[config.mk]
export PLATFORM = sky130hd
export DESIGN_NAME = axi_lite_wdata_fifo
export DESIGN_NICKNAME = d
export VERILOG_FILES = /design/src/rtl/axi_lite_pkg.sv /design/src/rtl/axi_lite_fifo_mem.sv /design/src/rtl/axi_lite_wdata_fifo.sv
export SDC_FILE = /design/constraint.sdc
export NUM_CORES = 1
export LEC_CHECK = 0
export ABC_AREA = 1
export BUFFER_PORTS_ARGS = -buffer_cell sky130_fd_sc_hd__buf_2
export CAP_MARGIN = 20
export CORE_MARGIN = 1
export CORE_UTILIZATION = 40
export CTS_BUF_LIST = sky130_fd_sc_hd__clkbuf_8
export DETAILED_ROUTE_END_ITERATION = 6
export GPL_TIMING_DRIVEN = 0
export SLEW_MARGIN = 10
export SYNTH_ARGS = -nofsm -noshare
export SYNTH_HDL_FRONTEND = slang
export SYNTH_SLANG_ARGS = --single-unit
export TNS_END_PERCENT = 30
[constraint.sdc]
create_clock -name ACLK -period 9.5 [get_ports ACLK]
set_clock_uncertainty 0.15 [all_clocks]
set_input_delay 1.9 -clock ACLK [delete_from_list [all_inputs] [get_ports ACLK]]
set_output_delay 1.9 -clock ACLK [all_outputs]
set_load 0.02 [all_outputs]
[src/rtl/axi_lite_pkg.sv]
// Shared AXI4-Lite definitions for the channel buffers: default widths,
// response codes and the W-channel payload layout.
package axi_lite_pkg;

  localparam int unsigned DATA_WIDTH_DEFAULT = 32;

  function automatic int unsigned strb_width(input int unsigned data_width);
    return data_width / 8;
  endfunction

  typedef enum logic [1:0] {
    OKAY   = 2'b00,
    SLVERR = 2'b10
  } resp_t;

  typedef struct packed {
    logic [DATA_WIDTH_DEFAULT-1:0]             data;
    logic [DATA_WIDTH_DEFAULT/8-1:0]           strb;
  } w_payload_t;

endpackage

[src/rtl/axi_lite_fifo_mem.sv]
// DEPTH x WIDTH register array: one synchronous write port and one
// combinational read port. Contents are intentionally not reset.
module axi_lite_fifo_mem #(
  parameter int unsigned WIDTH = 36,
  parameter int unsigned DEPTH = 4,
  parameter int unsigned AW    = $clog2(DEPTH)
) (
  input  logic             clk,
  input  logic             we,
  input  logic [AW-1:0]    waddr,
  input  logic [WIDTH-1:0] wdata,
  input  logic [AW-1:0]    raddr,
  output logic [WIDTH-1:0] rdata
);

  logic [WIDTH-1:0] mem [DEPTH];

  always_ff @(posedge clk) begin
    if (we) begin
      mem[waddr] <= wdata;
    end
  end

  assign rdata = mem[raddr];

endmodule

[src/rtl/axi_lite_wdata_fifo.sv]
// AXI4-Lite W-channel buffer: DEPTH-entry FIFO of {WDATA, WSTRB} with status.
// Optional macro AXI_LITE_WDATA_STRB_MASK_EN zeroes output lanes whose strobe is 0.
module axi_lite_wdata_fifo
  import axi_lite_pkg::*;
#(
  parameter int unsigned DATA_WIDTH = DATA_WIDTH_DEFAULT,
  parameter int unsigned STRB_WIDTH = strb_width(DATA_WIDTH),
  parameter int unsigned DEPTH      = 4,
  parameter int unsigned CNT_WIDTH  = $clog2(DEPTH) + 1
) (
  input  logic                  ACLK,
  input  logic                  ARESET,
  input  logic                  i_FLUSH,
  input  logic                  s_WVALID,
  output logic                  s_WREADY,
  input  logic [DATA_WIDTH-1:0] s_WDATA,
  input  logic [STRB_WIDTH-1:0] s_WSTRB,
  output logic                  m_WVALID,
  input  logic                  m_WREADY,
  output logic [DATA_WIDTH-1:0] m_WDATA,
  output logic [STRB_WIDTH-1:0] m_WSTRB,
  output logic [CNT_WIDTH-1:0]  o_COUNT,
  output logic                  o_FULL,
  output logic                  o_EMPTY
);

  localparam int unsigned AW = CNT_WIDTH - 1;
  localparam int unsigned MW = DATA_WIDTH + STRB_WIDTH;

  logic [CNT_WIDTH-1:0]  wr_ptr, rd_ptr, count;
  logic                  push, pop, full, empty;
  logic [MW-1:0]         rd_word;
  logic [DATA_WIDTH-1:0] rd_data;
  logic [STRB_WIDTH-1:0] rd_strb;

  // MSB of each pointer is the wrap bit; the low bits address storage
  assign empty = (wr_ptr == rd_ptr);
  assign full  = (wr_ptr[AW-1:0] == rd_ptr[AW-1:0]) && (wr_ptr[AW] != rd_ptr[AW]);

  assign s_WREADY = !full && !i_FLUSH && !ARESET;
  assign m_WVALID = !empty;
  assign push     = s_WVALID && s_WREADY;
  assign pop      = m_WVALID && m_WREADY;

  assign o_COUNT  = count;
  assign o_FULL   = full;
  assign o_EMPTY  = empty;

  axi_lite_fifo_mem #(
    .WIDTH (MW),
    .DEPTH (DEPTH),
    .AW    (AW)
  ) u_mem (
    .clk   (ACLK),
    .we    (push),
    .waddr (wr_ptr[AW-1:0]),
    .wdata ({s_WDATA, s_WSTRB}),
    .raddr (rd_ptr[AW-1:0]),
    .rdata (rd_word)
  );

  assign {rd_data, rd_strb} = rd_word;
  assign m_WSTRB = rd_strb;

  always_comb begin
    m_WDATA = rd_data;
`ifdef AXI_LITE_WDATA_STRB_MASK_EN
    for (int unsigned i = 0; i < STRB_WIDTH; i++) begin
      if (!rd_strb[i]) begin
        m_WDATA[i*8 +: 8] = '0;
      end
    end
`endif
  end

  // Count is kept as its own register rather than derived from the pointers
  always_ff @(posedge ACLK or posedge ARESET) begin
    if (ARESET) begin
      wr_ptr <= '0;
      rd_ptr <= '0;
      count  <= '0;
    end else if (i_FLUSH) begin
      wr_ptr <= '0;
      rd_ptr <= '0;
      count  <= '0;
    end else begin
      if (push) begin
        wr_ptr <= wr_ptr + CNT_WIDTH'(1);
      end
      if (pop) begin
        rd_ptr <= rd_ptr + CNT_WIDTH'(1);
      end
      case ({push, pop})
        2'b10:   count <= count + CNT_WIDTH'(1);
        2'b01:   count <= count - CNT_WIDTH'(1);
        default: count <= count;
      endcase
    end
  end

endmodule

==> results of run 1 <==
==> cells by family (layout without fill, tap and decap cells) <==
kind of cell | Yosys count | after routing | synth area share [%]
buf+inv | 43 | 162 | 3.15
flops | 153 | 153 | 75.3
other cells | 0 | 1 | 0
compound gates | 115 | 115 | 10.4
xor+xnor | 1 | 1 | 0.145
simple gates | 118 | 118 | 9.63
fa+ha+maj | 6 | 6 | 1.37
==> registers in the layout, indices dropped and copies added (netlist names) <==
register / cells
o_COUNT: 3
wr_ptr: 3
u_mem.mem: 144
rd_ptr: 3
==> cells in the final DEF, fill, tap and decap left out, drive strengths merged <==
cell | synthesis | routed
clkinvlp | 0 | 4
o22ai | 36 | 36
xnor2 | 1 | 1
bufinv | 0 | 2
o21ai | 77 | 77
clkinv | 1 | 9
nand3b | 1 | 1
clkbuf | 18 | 35
inv | 17 | 18
nand2 | 24 | 24
a21oi | 1 | 1
nor2 | 78 | 78
edfxtp | 144 | 144
nand4 | 3 | 3
nor3 | 1 | 1
ha | 5 | 5
fa | 1 | 1
o21a | 1 | 1
diode | 0 | 1
nand3 | 11 | 11
dfrtp | 9 | 9
buf | 7 | 94
==> routing by layer <==
| layer | track usage [%] | vias to the layer above |
|---|---|---|
| met1 | 21.8 | 1818 |
| li1 | - | 1820 |
| met3 | 5.20 | 17 |
| met4 | 6.38 | 0 |
| met2 | 30.3 | 102 |
| met5 | 0 | - |
==> metrics by stage <==
step           power [mW]  area (µm²)
3_5_place_dp         1.05        6810
4_1_cts              1.50        7180
2_1_floorplan       0.944        6040
3_3_place_gp         1.04        6690
6_report             1.49        7180
5_1_grt              1.55        7180
==> worst max-delay path by stage <==
stage / startpoint / end / slack, ns / cells after the start
after detailed placement: i_FLUSH / s_WREADY / 4.87 / 5
after global routing: i_FLUSH / s_WREADY / 4.82 / 5
after global placement: i_FLUSH / u_mem.mem[0][17] / 3.60 / 4
final: i_FLUSH / s_WREADY / 4.87 / 5
after CTS: i_FLUSH / s_WREADY / 4.87 / 5
after floorplan: i_FLUSH / u_mem.mem[0][0] / 5.07 / 3
==> synth_stat cells, types with 2 or more instances <==
master and count:
nand2_2 8, clkbuf_1 16, nand2_4 5, nand3_1 6, buf_2 5, buf_4 2
o21ai_0 75, nand3_2 2, ha_1 5, inv_1 14, edfxtp_1 144, o22ai_1 36
nor2_1 77, nand2_1 11, nand3_4 3, nand4_1 3, inv_2 2, o21ai_1 2
dfrtp_1 9
==> critical path: cells and delay by family <==
kind,cells,cell delay [ns]
buffers and inverters,3,0.35
AND/OR/NAND/NOR,2,0.33
==> area by class of cell <==
type                    instances  area share [%]
flip-flops and latches        153            63.3
multi-input cells             240            18.4
repair buffers                 87            7.21
clock buffers                  17            3.26
well taps                     184            3.21
clock inverters                15            1.90
plain buffers                  25            1.65
inverters                      18           0.993
diodes                          1          0.0348
==> power by group <==
group / switching, mW / leakage (nW) / total, mW / internal (mW)
clock network: 0.229 / 0.186 / 0.456 / 0.228
registers: 0.00683 / 1.42 / 0.759 / 0.752
logic: 0.190 / 0.997 / 0.273 / 0.0829
total: 0.426 / 2.61 / 1.49 / 1.06
==> impl_metrics.toml, run 1 <==
[finish]
final_util_pct = 49.1
syn_to_final_growth_pct = 18.9
multiInputGateArea_um2 = 1320
seq_area_um2 = 4550
n_fill_cell = 1289
num-nets-final = 589
drive_above_1_share_pct = 27.6
final_cells = 740

[drt]
postRouteAntennaNets = 0
dr_total_vias = 3757
via_per_inst = 5.08
drt_drc_violations_left = 16
dr_wl_met2_um = 6680
dr.first_iter.drc_count = 310
dr.max_layer_used = "met4"
dr_wl_met3_um = 777
wl_per_cell_um = 17.6
drt-total-wl_um = 13000
wl_met1_um = 5400
first_pass_iters = 6

[synth]
avgSynthCellArea_um2 = 13.9
synth-edff-count = 144
synth_nets = 483
synthTopCellsByArea = "edfxtp_1, o21ai_0, nor2_1, dfrtp_1, o22ai_1"
synth.distinct_cells = 30
syn_area_um2 = 6040
synth-seq-cells = 153
yosysSeqAreaShare_pct = 75.3
postSynthCellCount = 436
ys_warn_count = 0
synth_ff_type = "edfxtp_1"
synthDominantCellAreaShare_pct = 71.6
synthArstFlopShare_pct = 5.88
synth_area_leader_cell = "edfxtp_1"

[clock_tree]
clk_pin_slew_ns = 0.08
cts_inserted_buffers = 17
cts_hold_buf = 0
cts_tree = "built"
clock-sinks = 153
postCtsSetupRepairBufs = 0
cts-root-buf = "clkbuf_8"
clk_latency_ns = 0.45
htree_levels = 4
cts.repair.resized = 0
clock_path_buffers = 2

[flow_run]
max_cap_violations = 0

[sta]
worst_slew_pin_slew_ns = 0.727
post-route-min-period_ns = 4.63
setup_violations = 0
hold_slack_ns = 0.447
rsz0062_at_grt = "false"
slew_violations = 0
tns_ns = 0
fin_ws_ns = 4.87
slew_headroom_pct = 51.4
clock.fmax_ghz = 0.216
fin_crit_sh_pct = 48.7
final-hold-violation-count = 0

[critical_path]
cp-end-kind = "primary output"
reg2reg_from = "rd_ptr[0]"
rr_endpoint = "o_COUNT[2]"
path_cells = "buf_2 > nor2_1 > nand2_2 > clkinv_2 > buf_2"
cp.arrival_ns = 2.58
slowest_stage = "nor2_1"
worstRegToRegCells = 14
start_kind = "input port"
path_class = "in2out"
critPathMaxFanout = 3
critPathRequiredTime_ns = 7.45
cp_common_cell = "buf_2"
slowest_delay_ns = 0.24
reg2reg_slack_ns = 7.14

[floorplan]
initial_utilization_pct = 41.2
io_pins = 84
chipWidth_um = 125
die_area_um2 = 15600
num_rows = 44
core_um2 = 14600
dieHeight_um = 125

[global_route]
antenna_found_initial = 1
grt_pass1_wl_um = 20400
grt_pass1_vias = 3770
grt_max_degree = 25
grt_usage_pct = 17.9
globalRoute.totalOverflow = 0

[power_and_ir_drop]
power_density_nw_per_um2 = 207
max-vdd-ir-drop_uv = 96.9
leakage_nw = 2.61

[run_status]
violations = "DRC"
status = "complete, but fails checks"

[place]
gp_congestion = 0.711
io_buffer_count = 83
place_ws_ns = 4.87
place_inst = 707
dp_hpwl_um = 8390

[min_path]
hold_start = "o_COUNT[1]"
hold_path_class = "reg2reg"
whs_endpoint = "o_COUNT[1]"
min_path_cells = 2
Power figures use the tool's default switching activity.
==> run 2, diff against run 1 <==
ABC_AREA = 0   (was 1)
clock period = 4.2 ns   (was 9.5 ns; I/O delays follow)
==> impl_metrics.toml, run 2 <==
[run_status]
status = "complete, no violations"

[floorplan]
chipWidth_um = 123
core_um2 = 14100
num_rows = 43
dieHeight_um = 123
io_pins = 84
die_area_um2 = 15100
initial_utilization_pct = 41.6

[sta]
clock.fmax_ghz = 0.280
setup_violations = 0
slew_violations = 0
tns_ns = 0
fin_crit_sh_pct = 85.2
worst_slew_pin_slew_ns = 0.686
slew_headroom_pct = 54.3
final-hold-violation-count = 0
rsz0062_at_grt = "false"
post-route-min-period_ns = 3.58

[critical_path]
slowest_stage = "clkbuf_1"
cp.arrival_ns = 2.59
critPathLaunch = "rd_ptr[1]"
critPathMaxFanout = 10
critPathRequiredTime_ns = 3.21
start_kind = "flip-flop"
cp_top_family = "buffers and inverters"
reg2reg_from = "wr_ptr[1]"
path_cells = "buf_1 > clkbuf_1 > mux4_2 > buf_2"
path_class = "reg2out"
path_buf_inv = 3
slowest_delay_ns = 0.60
cp-end-kind = "primary output"

[clock_tree]
cts_inserted_buffers = 17
cts-root-buf = "clkbuf_8"
htree_levels = 4
cts.repair.resized = 0
cts_tree = "built"
postCtsSetupRepairBufs = 0
clk_latency_ns = 0.45
clk_pin_slew_ns = 0.09
clock-sinks = 153
cts_hold_buf = 0
clock_path_buffers = 2

[finish]
final_area_um2 = 7010
regMostFlops = "u_mem.mem"
drive_above_1_share_pct = 44.1
diodes = 0
largest_register_ffs = 144
num-nets-final = 410
syn_to_final_growth_pct = 19.7
layout_common_cells = "edfxtp_1, buf_2, mux4_2, clkbuf_8"
final_common_cell = "edfxtp_1"

[synth]
synth_nets = 304
synth.area.mux_share_pct = 14.8
synthAdderAreaFrac_pct = 1.41
yosysMostFrequentCell = "edfxtp_1"
synth-seq-cells = 153
ys_warn_count = 0
synthArstFlopShare_pct = 5.88
synth_compound_area_share_pct = 1.47
avgSynthCellArea_um2 = 22.8
synthTopCellsByArea = "edfxtp_1, mux4_2, dfrtp_1, ha_1, xor2_1"
postSynthCellCount = 257
synth_top_family_by_area = "multiplexers"
synthDominantCellAreaShare_pct = 73.8
synth_area_leader_cell = "edfxtp_1"
synthXorXnorAreaFrac_pct = 1.35
netlist_top_cells_count = "edfxtp_1, mux4_2, dfrtp_1, nor2_1, inv_1"
syn_area_um2 = 5860
yosysSeqAreaShare_pct = 77.6
synth-edff-count = 144
synth.distinct_cells = 33
synth_ff_type = "edfxtp_1"
synth-simple-area-share_pct = 2.09

[place]
io_buffer_count = 83
gp_congestion = 0.720
placed_area_um2 = 6610
dp_hpwl_um = 6440

[global_route]
grt_max_degree = 29
grt_usage_pct = 14.6
globalRoute.totalOverflow = 0
grt_pass1_wl_um = 15300
grt_pass1_vias = 2964
antenna_found_initial = 0

[drt]
drt_drc_violations_left = 0
drt-total-wl_um = 10200
via_per_inst = 4.98
wl_per_cell_um = 18.3
postRouteAntennaNets = 0
dr.first_iter.drc_count = 159
dr_total_vias = 2768
first_pass_iters = 4

[power_and_ir_drop]
power_density_nw_per_um2 = 445
leakage_nw = 2.43
max-vdd-ir-drop_uv = 309

[min_path]
hold_path_class = "in2async"

[flow_run]
max_cap_violations = 0
==> run 2: layout make-up <==
| class | instances | area (µm²) |
|---|---|---|
| Buffer | 10 | 50.0 |
| Clock buffer | 17 | 234 |
| Clock inverter | 15 | 173 |
| Fill cell | 1169 | 7080 |
| Inverter | 6 | 22.5 |
| Multi-Input combinational cell | 88 | 1240 |
| Sequential cell | 153 | 4550 |
| Tap cell | 180 | 225 |
| Timing Repair Buffer | 87 | 518 |
==> run 2: cell families after synthesis <==
logic type / count (synthesis)
flip-flops: 153
buffers and inverters: 16
AO/OA/AOI/OAI: 9
XOR/XNOR: 9
AND/OR/NAND/NOR: 23
multiplexers: 41
adder cells (fa/ha/maj): 6
==> run 2: power breakdown <==
part / internal, mW / switching (mW) / total (mW)
Sequential: 1.69 / 0.00956 / 1.70
Combinational: 0.129 / 0.166 / 0.295
Clock: 0.588 / 0.544 / 1.13
==> run 2: per-layer routing <==
metal	vias to the layer above	global-route usage (%)	routed length, µm
li1	1273	-	-
met1	1416	16.1	4080
met2	66	25.4	5350
met3	13	5.26	544
met4	0	6.33	171
met5	-	0	0
==> run 2: path summary, 6_finish.rpt <==
check                                    to  slack (ns)  depth (start not counted)
min in group ACLK                o_COUNT[1]        0.45                          2
worst min-delay path             o_COUNT[0]        0.24                          2
worst max-delay path            m_WDATA[22]        0.62                          4
max in group asynchronous         rd_ptr[1]        3.38                          2
worst max register to register   o_COUNT[2]        1.36                          9
worst min register to register   o_COUNT[1]        0.45                          2
==> run 2: metrics by stage <==
| stage | instances | worst slack, ns | total power, mW | utilization (%) | hold slack (ns) |
|---|---|---|---|---|---|
| 2_1_floorplan | 257 | 1.48 | 1.93 | - | 0.419 |
| 3_3_place_gp | 520 | 0.564 | 2.02 | 46.1 | 0.422 |
| 3_5_place_dp | 524 | 1.01 | 2.03 | 46.9 | 0.439 |
| 4_1_cts | 556 | 0.508 | 3.16 | 49.8 | 0.210 |
| 5_1_grt | 556 | 0.397 | 3.24 | 49.8 | 0.240 |
| 6_report | 556 | 0.624 | 3.12 | 49.8 | 0.237 |
